`src/rtl/rr_bus_arbiter4.sv`:
```
// Four-requester round-robin arbiter owning the select of a shared 4:1 result mux.
// A grant streams beats under valid/ready until last, withdrawal or burst budget.
module rr_bus_arbiter4 #(
  parameter int DW    = 16,
  parameter int BURST = 4
) (
  input  logic          clk,
  input  logic          rst_n,
  input  logic [3:0]    req,
  input  logic [3:0]    last,
  input  logic [DW-1:0] i0,
  input  logic [DW-1:0] i1,
  input  logic [DW-1:0] i2,
  input  logic [DW-1:0] i3,
  input  logic          o_ready,
  output logic [DW-1:0] o_data,
  output logic          o_valid,
  output logic [3:0]    ack,
  output logic [3:0]    gnt,
  output logic [1:0]    sel,
  output logic          busy
);

  localparam int CW = $clog2(BURST + 1);

  typedef enum logic {IDLE, GRANT} state_e;

  state_e        state_q, state_d;
  logic [3:0]    gnt_q, gnt_d;
  logic [1:0]    sel_q, sel_d;
  logic [1:0]    ptr_q, ptr_d;
  logic [CW-1:0] cnt_q, cnt_d;
  logic [CW-1:0] cnt_inc;
  logic [1:0]    pick;
  logic [1:0]    idx;
  logic          xfer;

  always_ff @(posedge clk or negedge rst_n) begin
    if (!rst_n) begin
      state_q <= IDLE;
      gnt_q   <= '0;
      sel_q   <= '0;
      ptr_q   <= '0;
      cnt_q   <= '0;
    end else begin
      state_q <= state_d;
      gnt_q   <= gnt_d;
      sel_q   <= sel_d;
      ptr_q   <= ptr_d;
      cnt_q   <= cnt_d;
    end
  end

  // The mux follows the registered select only, so o_data stays stable through stalls.
  always_comb begin
    unique case (sel_q)
      2'd0:    o_data = i0;
      2'd1:    o_data = i1;
      2'd2:    o_data = i2;
      default: o_data = i3;
    endcase
  end

  assign busy    = (state_q == GRANT);
  assign o_valid = busy & req[sel_q];
  assign xfer    = o_valid & o_ready;
  assign ack     = gnt_q & {4{xfer}};
  assign gnt     = gnt_q;
  assign sel     = sel_q;
  assign cnt_inc = cnt_q + CW'(1);

  // Scan from the highest offset down so the closest requester after ptr wins.
  always_comb begin
    pick = ptr_q;
    idx  = ptr_q;
    for (int j = 3; j >= 0; j--) begin
      idx = ptr_q + 2'(j);
      if (req[idx]) pick = idx;
    end
  end

  always_comb begin
    state_d = state_q;
    gnt_d   = gnt_q;
    sel_d   = sel_q;
    ptr_d   = ptr_q;
    cnt_d   = cnt_q;
    unique case (state_q)
      IDLE: begin
        if (|req) begin
          state_d = GRANT;
          sel_d   = pick;
          gnt_d   = 4'b0001 << pick;
          cnt_d   = '0;
        end
      end
      default: begin
        if (!req[sel_q] || (xfer && (last[sel_q] || cnt_inc == CW'(BURST)))) begin
          state_d = IDLE;
          gnt_d   = '0;
          cnt_d   = '0;
          ptr_d   = sel_q + 2'd1;
        end else if (xfer) begin
          cnt_d = cnt_inc;
        end
      end
    endcase
  end

endmodule

```
`config.mk`:
```
export PLATFORM = sky130hd
export DESIGN_NAME = rr_bus_arbiter4
export DESIGN_NICKNAME = d
export VERILOG_FILES = /design/src/rtl/rr_bus_arbiter4.sv
export SDC_FILE = /design/constraint.sdc
export NUM_CORES = 1
export LEC_CHECK = 0
export CORE_UTILIZATION = 36
export CTS_CLUSTER_DIAMETER = 60
export CTS_CLUSTER_SIZE = 10
export DETAILED_ROUTE_END_ITERATION = 7
export PLACE_DENSITY = 0.86
export SLEW_MARGIN = 30
export SYNTH_ARGS = -nofsm -noshare
export SYNTH_HDL_FRONTEND = slang
export SYNTH_SLANG_ARGS = --single-unit
```
`constraint.sdc`:
```
create_clock -name clk -period 2.91 [get_ports clk]
set_input_delay 0.582 -clock clk [delete_from_list [all_inputs] [get_ports clk]]
set_output_delay 0.582 -clock clk [all_outputs]
set_load 0.01 [all_outputs]
```
After elaboration in Yosys (flattened, before gate mapping)
Index checks and enable logic that the tools add are counted.
{ "totals": {"regBits": 12, "inputBits": 75, "output_inout_bits": 28} }
{ "op_classes": {"add_sub_neg": 5, "order_cmp": 5, "n_eq_ne": 5, "shifts": 1, "n_mux": 27, "n_bitwise": 4, "reduce_logical": 11} }
{ "ops": {"columns": ["op", "n"], "rows": [
  ["16-bit case mux with 3 select lines", 1],
  ["2-bit by 3-bit less-than comparator with 1-bit output (second input constant)", 5],
  ["1-bit binary-select mux with 2-bit select", 6],
  ["3-bit two-way mux", 4],
  ["4-bit two-way mux", 3],
  ["1-bit two-way mux", 9],
  ["2-bit two-way mux", 4],
  ["2-bit AND reduction", 4],
  ["2-bit by 1-bit adder with 2-bit output (second input constant)", 2],
  ["2-bit adder (second input constant)", 2],
  ["4-bit bitwise AND", 1],
  ["4-bit OR reduction", 1],
  ["1-bit by 2-bit left shift with 4-bit output (first input constant)", 1],
  ["3-bit by 1-bit adder with 3-bit output (second input constant)", 1],
  ["3-bit equality test (second input constant)", 1],
  ["3-bit by 1-bit inequality test with 1-bit output (second input constant)", 1],
  ["1-bit bitwise AND", 2],
  ["2-bit by 1-bit equality test with 1-bit output (second input constant)", 1],
  ["2-bit equality test (second input constant)", 1],
  ["2-bit logical NOT", 1],
  ["1-bit logical OR", 2],
  ["2-bit by 1-bit inequality test with 1-bit output (second input constant)", 1],
  ["2-bit nonzero test", 1],
  ["1-bit logical AND", 1],
  ["2 further kinds", 2]
]} }

Depth between registers and ports, before layout
{ "logic_depth": {"word_depth": 10, "ltp_mapped": 6, "depth_no_buf": 5} }

Worst setup path before layout
OpenSTA, ideal clock, no wires.
{ "synth_path": {"kind": "reg-to-output", "start": "register sel_q[0], in the netlist sel[0]", "end": "output port o_data[0]", "arrival_time_ns": 1.623, "path_slack_ns": 0.705, "stages_incl_launch_ff": 7, "path_buffers": 2, "cell_sequence": "dfrtp_1 > buf_2 > inv_1 > ha_1 > clkbuf_1 > a222oi_1 > mux2i_1"} }
{ "synth_via": {"elab_chain_len": 2, "word_cells_on_any_way": 4, "classes_between": "2 x eq/ne; 1 x mux; 1 x reduce/logical"} }
{ "synth_lines": {"columns": ["item", "line", "text"], "rows": [
  ["from (decl)", "30", "logic [1:0] sel_q, sel_d;"],
  ["from (signal assigned)", "48", "sel_q <= sel_d;"],
  ["2-bit equality test (tied with other cells)", "56", "unique case (sel_q)"],
  ["16-bit case mux with 3 select lines (*)", "56", null],
  ["to (decl)", "16", "output logic [DW-1:0] o_data,"]
]} }
Every way passes the cells marked *; elsewhere a longest branch is shown, timed or not.

Final worst setup path
{ "layout_path": {"start": "register sel_q[0], in the netlist sel[0]", "end": "output port ack[0]"} }
{ "layout_via": {"elab_chain_len": 5} }
{ "layout_lines": {"columns": ["item", "line", "text"], "rows": [
  ["1-bit binary-select mux with 2-bit select", "65", "assign o_valid = busy & req[sel_q];"],
  ["1-bit two-way mux (implied by the code)", "65", null],
  ["1-bit bitwise AND", "65", null],
  ["1-bit bitwise AND", "66", "assign xfer = o_valid & o_ready;"],
  ["4-bit bitwise AND", "67", "assign ack = gnt_q & {4{xfer}};"],
  ["to (decl)", "18", "output logic [3:0] ack,"]
]} }
No other way between the ends. The select of a mux whose other input is x is not followed.

==> flow_summary.toml <==
[synth]
synth_flop_cell = "dfrtp_1"
synth-simple-area-share = 0.116
synth_area_per_cell_sq_um = 9.47
ys_ff_latch = 12
async_flop_share = 1.00
netlist_area_sq_um = 1320
synth-edff-count = 0
synthCells = 139
synthXorXnorAreaFrac = 0.00665
syn-num-nets = 220
yosysWarnings = 0
synthDistinctLibCells = 40
ys_seq_area_frac = 0.228
synth-compound-area-share = 0.292
synth_mux_area_frac = 0.213
synth-adder-area-share = 0.0570
synth_top_family_by_area = "compound AO/OA/AOI/OAI gates"

[timing]
finalCriticalPeriod_ps = 2820
tightest_slew_ps = 553
fmax_mhz = 355
fin_ws_ps = 93.6
slew_headroom = 0.630
clock_skew_ps = 3.51
slew_viol_final = 0
period_share = 0.968
setup_violations = 0
hold_slack_ps = 535
finalHoldViolations = 0

[worst_setup_path]
startpoint_type = "flop"
cp.arrival_ps = 2230
end_kind = "output port"
critPathKind = "reg -> out"
required_ps = 2330
critPathMaxFanout = 6

[grt]
antenna_found_initial = 0
grt_pass1_vias = 1538
grt_overflow_total = 0
gr-usage-all-layers = 0.227
grt_start_max_net_pins = 17
grt_pass1_wl_um = 7250

[clock_network]
numCtsBuffers = 3
worst_setup_hold_path_clk_slew_ps = 80
clock_latency_ps = 280
cts_tree = "yes"
cts_sinks = 12
cts-root-buf = "clkbuf_4"
ctsHtreeMaxLevel = 1
clock_path_buffers = 2

[drt]
first_iter_violations = 116
antenna_left = 0
firstDrtPassIters = 5
routed_wl_um = 4580
route.detailed.wl_per_inst_um = 15.3
routed-via-count = 1559
drt-vias-per-instance = 5.21
drcViolationCount = 0

[flow_run]
drv_cap = 0

[power_and_ir_drop]
combPwrFrac = 0.778
switching_share = 0.412
p_int_mw = 1.23
switching_power_uw = 863
leakagePower_nw = 1.13
peakVddDrop_mv = 0.511
seqPwrFrac = 0.156
pwr-share-clk = 0.065
power_density_nw_per_um2 = 829

[placement]
place_ws_ps = 26.0
dp.cells = 291
dp_hpwl_um = 3620
portBuffers = 102
gp_congestion = 0.752

[layout]
fillers = 275
instances_no_fill = 299
synthToLayoutAreaGrowth_pct = 92.0
nets = 335
multiInputGateArea_sq_um = 916
drive_gt1_frac = 0.126
n_antenna_cell = 0
regArea_sq_um = 303

[floorplan]
core_area_sq_um = 3420
num_io_pins = 103
fp.dieW_um = 62.5
die_height_um = 62.5
start_util = 0.385
design.die.area_sq_um = 3900
num_rows = 21

[outcome]
status = "finished, final reports clean"

[min_path]
hold_path_class = "reg -> reg"
power by group through the flow:
stage                     clock [mW]  sequential (mW)  combinational [mW]
after floorplan                    0            0.322               0.834
after global placement             0            0.334                1.55
after detailed placement           0            0.335                1.56
after CTS                      0.139            0.336                1.57
after global routing           0.150            0.338                1.75
final                          0.137            0.328                1.63
synth_stat cells (3+ instances only):
cell type  count  share of area
nand2_1        3         0.0086
dfrtp_1       12           0.23
and2_1         5          0.024
o2bb2ai_1      5          0.033
clkbuf_1       4          0.011
nor2_1         4          0.011
nor2b_1        4          0.019
a222oi_1      16           0.12
mux2i_1       22           0.17
ha_1           6          0.057
inv_1         21          0.060
metrics by stage:
stage / util / setup TNS (ps) / power, mW / cell area [sq um]
after floorplan: - / 0 / 1.16 / 1320
after global placement: 0.715 / 0 / 1.88 / 2440
after detailed placement: 0.715 / 0 / 1.90 / 2440
after CTS: 0.726 / 0 / 2.05 / 2480
after global routing: 0.740 / -12.0 / 2.24 / 2530
final: 0.740 / 0 / 2.10 / 2530
critical path, stage by stage (launching register included):
cell	delay, ps
dfrtp_2	450
buf_4	150
buf_4	140
nand2b_1	180
o32ai_4	320
and2_1	170
clkdlybuf4s50_1	540
sequential cells by signal, summed over array words and instances, names as in the netlist:
signal,count
gnt,4
cnt_q,3
ptr_q,2
sel,2
busy,1
worst paths after layout:
| path | slack, ps | depth (start not counted) | start | to |
|---|---|---|---|---|
| setup reg to reg | 1110 | 5 | cnt_q[0]$_DFFE_PN0P_ | ptr_q[1]$_DFFE_PN0P_ |
| setup / recovery | 90 | 6 | sel[0]$_DFFE_PN0P_ | ack[0] |
| hold / removal | 540 | 1 | gnt[0]$_DFFE_PN0P_ | gnt[0]$_DFFE_PN0P_ |
| hold reg to reg | 540 | 1 | gnt[0]$_DFFE_PN0P_ | gnt[0]$_DFFE_PN0P_ |
| min in group asynchronous | 650 | 1 | rst_n | gnt[3]$_DFFE_PN0P_ |
| max in group asynchronous | 1860 | 1 | rst_n | sel[1]$_DFFE_PN0P_ |
cells in the final DEF (no fill, tap or decap), types with 2 or more instances in the layout:
master / instances
nand2b_1: 2
ha_1: 6
o31ai_4: 2
buf_4: 15
a21o_1: 2
inv_1: 21
a21oi_1: 2
or2b_1: 2
o21ai_0: 2
dfrtp_1: 10
clkdlybuf4s50_1: 101
clkbuf_4: 3
mux2i_1: 21
nor2b_1: 4
nor2_1: 4
a222oi_1: 16
o2bb2ai_1: 5
nand2_1: 3
and2_1: 5
o31ai_1: 2
dfrtp_2: 2
layout make-up:
class | count | area share
timing repair buffer | 117 | 0.450
sequential | 12 | 0.120
inverter | 21 | 0.0312
tap | 46 | 0.0228
clock buffer | 4 | 0.0144
multi-input combinational | 99 | 0.362
timing repair:
action | 4_1_cts | 5_1_grt
endpoints found under the setup margin | 5 | 19
hold buffers | 0 | 0
resized for setup | 1 | 4
pin swaps | 0 | 3
buffers inserted | 0 | 4
logic make-up after synthesis:
group | after synthesis
simple gates | 26
compound gates | 40
mux | 26
flops | 12
xor+xnor | 1
buf+inv | 28
fa+ha+maj | 6
per-layer routing:
metal  global-route usage  wire length [um]
met5                    0                 0
met4               0.0262                20
met3               0.0566               374
met2                0.421              2260
met1                0.268              1920
Note: power is estimated with default switching activity, not from simulation.
==> variant 1: new RTL, same flow settings <==
`DW`: 16 -> 24.
--- a/src/rtl/rr_bus_arbiter4.sv
+++ b/src/rtl/rr_bus_arbiter4.sv
@@ -1,7 +1,7 @@
 // Four-requester round-robin arbiter owning the select of a shared 4:1 result mux.
 // A grant streams beats under valid/ready until last, withdrawal or burst budget.
 module rr_bus_arbiter4 #(
-  parameter int DW    = 16,
+  parameter int DW    = 24,
   parameter int BURST = 4
 ) (
   input  logic          clk,
Interface: changed (5 resized); port bits go from 103 to 143. The function was not compared with the original's and may differ.
==> variant 1 against the original RTL <==
Wire length grew 47%. Worst setup slack better by 0.010 ns. Sequential cell count is the same. Final area up 22%. Largest power group unchanged. Fmax grew 0.37%. Global-route usage grew 7.0 points. Area after synthesis is 13% higher. Total power rose by 24%.
==> variant 1: results (changes against the original RTL) <==
** Global route
- Antenna violations before repair :: 0 (unchanged)
- The pin count of the biggest net entering global routing is 25 (+8).
- Vias in the first global route :: 1804 (+17%)
- The wire length of the first global-routing pass came to 9760 um (+35%).
- Total global-route track usage :: 29.8% (+7.0 points)

** Logic synthesis
- The count of different cell masters after synthesis came to 38 (-5.0%).
- The sequential share of the synthesized area was 20.2% (-2.6 points).
- Warning count from the yosys run :: 0 (unchanged)
- By count the netlist is led by sky130_fd_sc_hd__mux2i_1, sky130_fd_sc_hd__inv_1, sky130_fd_sc_hd__a222oi_1.
- Synth top area cells :: sky130_fd_sc_hd__dfrtp_1, sky130_fd_sc_hd__mux2i_1, sky130_fd_sc_hd__a222oi_1
- The post-synthesis net count was 276 (+25%).

** Placed design
- The post-DP HPWL came to 5150 um (+42%).
- The count of input and output buffers came to 142 (+39%).
- Last weighted congestion value of the routability-driven placer :: 0.842 (+12%)

** Setup path
- The slowest stage of the critical path belongs to the cell sky130_fd_sc_hd__clkdlybuf4s50_1.
- The delay of the slowest cell on the worst path was 0.50 ns (-0.04 ns).
- Last element of the critical path :: o_data[0]
- The register-to-register path setup slack is 1.06 ns (-0.05 ns).
- Worst path arrival time :: between 2 and 2.5 ns
- Depth of the worst register-to-register path :: 5 (unchanged)
- Crit Path Max Fanout :: 24 (+18)
- The worst register-to-register path ends at ptr_q[1]$_DFFE_PN0P_.

** Routing
- The number of iterations in the first detailed-routing pass was 7 (+2).
- The per-cell routed wire length was 18.9 um (+23%).
- The total via count in the routed design is 1962 (+26%).
- Initial DRC count :: 219 (+89%)

** Worst hold path
- The min-delay analysis places its worst path in the category flop to flop.
- The startpoint identified for the worst hold timing path is gnt[1]$_DFFE_PN0P_.
- Min-Delay Endpoint :: gnt[1]$_DFFE_PN0P_

** Clock tree
- Clock network latency to the later pin of the worst-skew pair :: 0.24 ns (-0.04 ns)
- CTS H-tree depth :: 1 (unchanged)
- Clock tree synthesis selected as its root buffer the cell sky130_fd_sc_hd__clkbuf_8.
- Post-CTS Setup Bufs :: 0 (unchanged)
- Clock input transition at the sequential cells of the worst setup and hold paths :: 0.06 ns (-0.02 ns)
- The number of CTS-inserted buffers is 3 (unchanged).

** Finish
- The fraction of final layout cells with drive strength greater than 1 came to 9.06% (-3.6 points).
- Number of fillers in the final layout :: 257 (-6.5%)
- The net count of the finished layout is 423 (+26%).
- Antenna diodes :: 0 (unchanged)

** Power and ir drop
- Worst vdd ir :: 0.565 mV (+11%)
- The leakage component of the power came to 1.41 nW (+25%).

** STA
- Least-Margin Pin Slew :: 0.710 ns (+0.158 ns)
- Clock tree skew after final layout :: 0.00121 ns (-0.00229 ns)
- Min Hold Slack :: 0.542 ns (+0.00696 ns)

** Outcome
- The run finished with clean final reports.
[variant 1: changes by cell type after synthesis, sizes merged, moves of 3 or more]
cell,delta
clkbuf,+3
mux2i,+8
and3,+5
and2,-5
inv,+7
a222oi,+8
[variant 1: power by group]
part           internal, mW  switching [mW]  total (mW)
registers             0.236          0.0861       0.322
logic                  1.17           0.920        2.09
clock network         0.120          0.0653       0.185
[variant 1: through the flow]
stage	instances	setup WS [ns]	power (mW)	cell area, um^2
final	357	0.104	2.59	3090
after global routing	357	0.00227	2.74	3090
after CTS	357	0.0416	2.58	3070
after detailed placement	353	0.0647	2.36	3010
after global placement	353	0.0767	2.34	3010
after floorplan	163	0.754	1.36	1490
[variant 1: cell families after synthesis]
family,Yosys count,synth area share [%]
fa+ha+maj,6,5.05
simple gates,25,9.94
mux,34,24.3
buf+inv,38,10.3
flops,12,20.2
compound gates,47,29.7
xor+xnor,1,0.590
[variant 1: area by class of cell]
| cell class | instances | area (um^2) | area share, % |
|---|---|---|---|
| multi-input combinational | 113 | 1050 | 33.9 |
| sequential | 12 | 302 | 9.76 |
| tap | 48 | 60.1 | 1.94 |
| inverter | 28 | 105 | 3.40 |
| clock buffer | 4 | 55.1 | 1.78 |
| timing repair buffer | 152 | 1520 | 49.2 |
[variant 1: repair_timing]
item / CTS / global route
pin swaps: 0 / 0
setup endpoints to repair: 24 / 6
gates resized for setup: 2 / 6
[variant 1: metal layers]
layer	wire length (um)	global-route usage [%]	part of all wire [%]	up-vias
met5	0	0	0	-
met4	87	6.38	1.3	0
li1	-	-	-	934
met2	3370	52.7	50	104
met3	765	9.48	11	8
met1	2520	34.8	37	916
==> variant 2: new RTL, same settings <==
Made on the original files. Make the reset (`rst_n`) synchronous in one clocked block.
--- a/src/rtl/rr_bus_arbiter4.sv
+++ b/src/rtl/rr_bus_arbiter4.sv
@@ -35,7 +35,7 @@
   logic [1:0]    idx;
   logic          xfer;
 
-  always_ff @(posedge clk or negedge rst_n) begin
+  always_ff @(posedge clk) begin
     if (!rst_n) begin
       state_q <= IDLE;
       gnt_q   <= '0;
Check against the original RTL: differs if rst_n is asserted again (counterexample within 4 cycles, from zero or initial values and one cycle with rst_n low); with rst_n held inactive, the same outputs for 10 cycles.
==> variant 2 against the original RTL <==
Sequential share of layout area shrank 1.8 points. Worst setup slack worse by 0.0016 ns. Wire length is 2.8% higher. Area after synthesis shrank 8.1%. Critical path type is now primary input to output port. Sequential cell count unchanged. Final area fell by 5.7%.
Power is not compared: it rests on default switching activity, and its combinational part moved more than twofold at a synthesized area within 25%.
==> variant 2: results (changes against the original RTL) <==
** Outcome
- Run status :: completed

** Routing
- The total via count in the routed design came to 1616 (+3.7%).
- Length of the first detailed-routing pass in iterations :: 4 (-1)
- The per-cell routed wire length was 15.4 um (+0.73%).
- The violation count after the first detailed-routing iteration was 159 (+37%).

** Global route
- Total global-route track usage :: 24.4% (+1.6 points)
- The via count of the first global-routing pass is 1502 (-2.3%).
- Pin count of the biggest net entering global routing :: 17 (unchanged)
- Wire length of the first global-routing pass :: 6600 um (-8.9%)

** Logic synthesis
- The sequential share of the synthesized area came to 19.9% (-3.0 points).
- In the post-synthesis netlist, the biggest area contributors are sky130_fd_sc_hd__dfxtp_1, sky130_fd_sc_hd__mux2i_1, sky130_fd_sc_hd__a222oi_1.
- The number of synthesized flops with an enable pin was 0 (unchanged).
- Leading post-synthesis cells by instance count :: sky130_fd_sc_hd__inv_1, sky130_fd_sc_hd__mux2i_1, sky130_fd_sc_hd__a222oi_1
- Post-synth cell types :: 39 (-2.5%)
- The share of async-settable or async-resettable flops after synthesis is 0% (-100 points).
- Synthesized net count :: 233 (+5.9%)

** Placed design
- Input/output buffers :: 102 (unchanged)
- Detailed Place HPWL :: 3830 um (+5.6%)
- Last weighted congestion value of the routability-driven placer :: 0.843 (+12%)
- Worst setup slack before clock tree synthesis :: 0.0382 ns (+0.0122 ns)
- Placed instance area :: 2330 um^2 (-4.4%)

** Power and ir drop
- IR analysis of the VDD net gives a maximum drop of between 0.2 and 0.25 mV.
- Net switching power figure :: around 0.25 mW
- For this design the static power due to leakage is ~0.97 nW.

** Finish
- Largest register FFs :: 4 (unchanged)
- The area growth from synthesis to layout is 96.9%.
- The fraction of final layout cells with drive strength greater than 1 was 8.81% (-3.8 points).
- The layout filler cell count is 213 (-23%).
- The number of diodes added for antenna fixing is 0 (unchanged).
- Number of nets in the layout :: 343 (+2.4%)

** STA
- Least-Margin Pin Slew :: 0.587 ns (+0.0340 ns)
- Clock tree skew after final layout :: 0.00660 ns (+0.00309 ns)

** Clock tree
- The worst-case clock buffer depth was 2 (unchanged).
- Clock input transition at the sequential cells of the worst setup and hold paths :: around 0.070 ns
- The root buffer cell chosen for the clock tree is sky130_fd_sc_hd__clkbuf_4.
- The number of levels the H-tree was split into is 1 (unchanged).
- Post-CTS Setup Bufs :: 0 (unchanged)
- The clock insertion delay at the later pin of the skew report is 0.28 ns (about the same).
- The number of CTS-inserted buffers is 3 (unchanged).

** Setup path
- Grouping stages by cell kind, the critical path spends the most delay in buffers and inverters.
- The delay of the slowest cell on the worst path is 0.47 ns (-0.07 ns).
- Among all stages on the critical path, the largest delay is contributed by sky130_fd_sc_hd__clkdlybuf4s50_1.
- Crit Path Max Fanout :: 4 (-2)
-- variant 2: worst paths after layout --
check / depth (start not counted) / start / end / slack, ns
max: 6 / req[1] / ack[0] / 0.09
max reg2reg: 6 / sel[0]$_SDFFE_PN0P_ / ptr_q[0]$_SDFFE_PN0P_ / 1.08
min reg2reg: 2 / gnt[2]$_SDFFE_PN0P_ / gnt[2]$_SDFFE_PN0P_ / 0.49
min: 2 / gnt[2]$_SDFFE_PN0P_ / gnt[2]$_SDFFE_PN0P_ / 0.49
-- variant 2: logic make-up (layout without fill, tap and decap cells) --
| group | after synthesis | count (layout) | share of synthesized area (%) |
|---|---|---|---|
| buf+inv | 34 | 143 | 10.9 |
| flops | 12 | 12 | 19.9 |
| fa+ha+maj | 6 | 6 | 6.20 |
| compound gates | 40 | 40 | 28.2 |
| mux | 20 | 20 | 16.6 |
| xor+xnor | 1 | 1 | 0.724 |
| simple gates | 39 | 39 | 17.5 |
-- variant 2: worst register-to-register path, delay by kind of cell (launching register included) --
family | cells | cell delay [ns]
AOI/OAI and AO/OA | 2 | 0.82
DFF | 1 | 0.40
muxes | 1 | 0.19
and+or+nand+nor | 2 | 0.19
buffers and inverters | 1 | 0.16
-- variant 2: power groups by stage --
stage | clock, mW | combinational (mW) | sequential, mW
floorplan | 0 | 0.180 | 0.198
global placement | 0 | 0.430 | 0.196
detailed placement | 0 | 0.437 | 0.196
CTS | 0.140 | 0.440 | 0.192
global route | 0.147 | 0.470 | 0.195
finish | 0.136 | 0.441 | 0.192
-- variant 2: area by class of cell --
class	count	area share (%)
Sequential cell	12	10.1
Timing Repair Buffer	113	46.4
Clock buffer	4	1.52
Inverter	26	4.10
Multi-Input combinational cell	106	35.5
Tap cell	44	2.31
-- variant 2: routing by layer --
layer	part of all wire (%)	up-vias	routed length, um	GRT usage (%)
li1	-	789	-	-
met1	40	748	1890	27.8
met2	49	70	2300	45.2
met3	9.2	9	433	3.46
met4	1.8	0	85	9.30
met5	0	-	0	0
-- variant 2: per-stage QoR --
stage | hold slack, ns | std cells
finish | 0.490 | 305
CTS | 0.489 | 305
global placement | 0.473 | 301
detailed placement | 0.472 | 301
global route | 0.503 | 305
floorplan | 0.471 | 152
-- variant 2: what timing repair did --
| action | in CTS | in global routing |
|---|---|---|
| endpoints found under the setup margin | 4 | 20 |
| resized for setup | 1 | 4 |
| pin swaps | 0 | 1 |
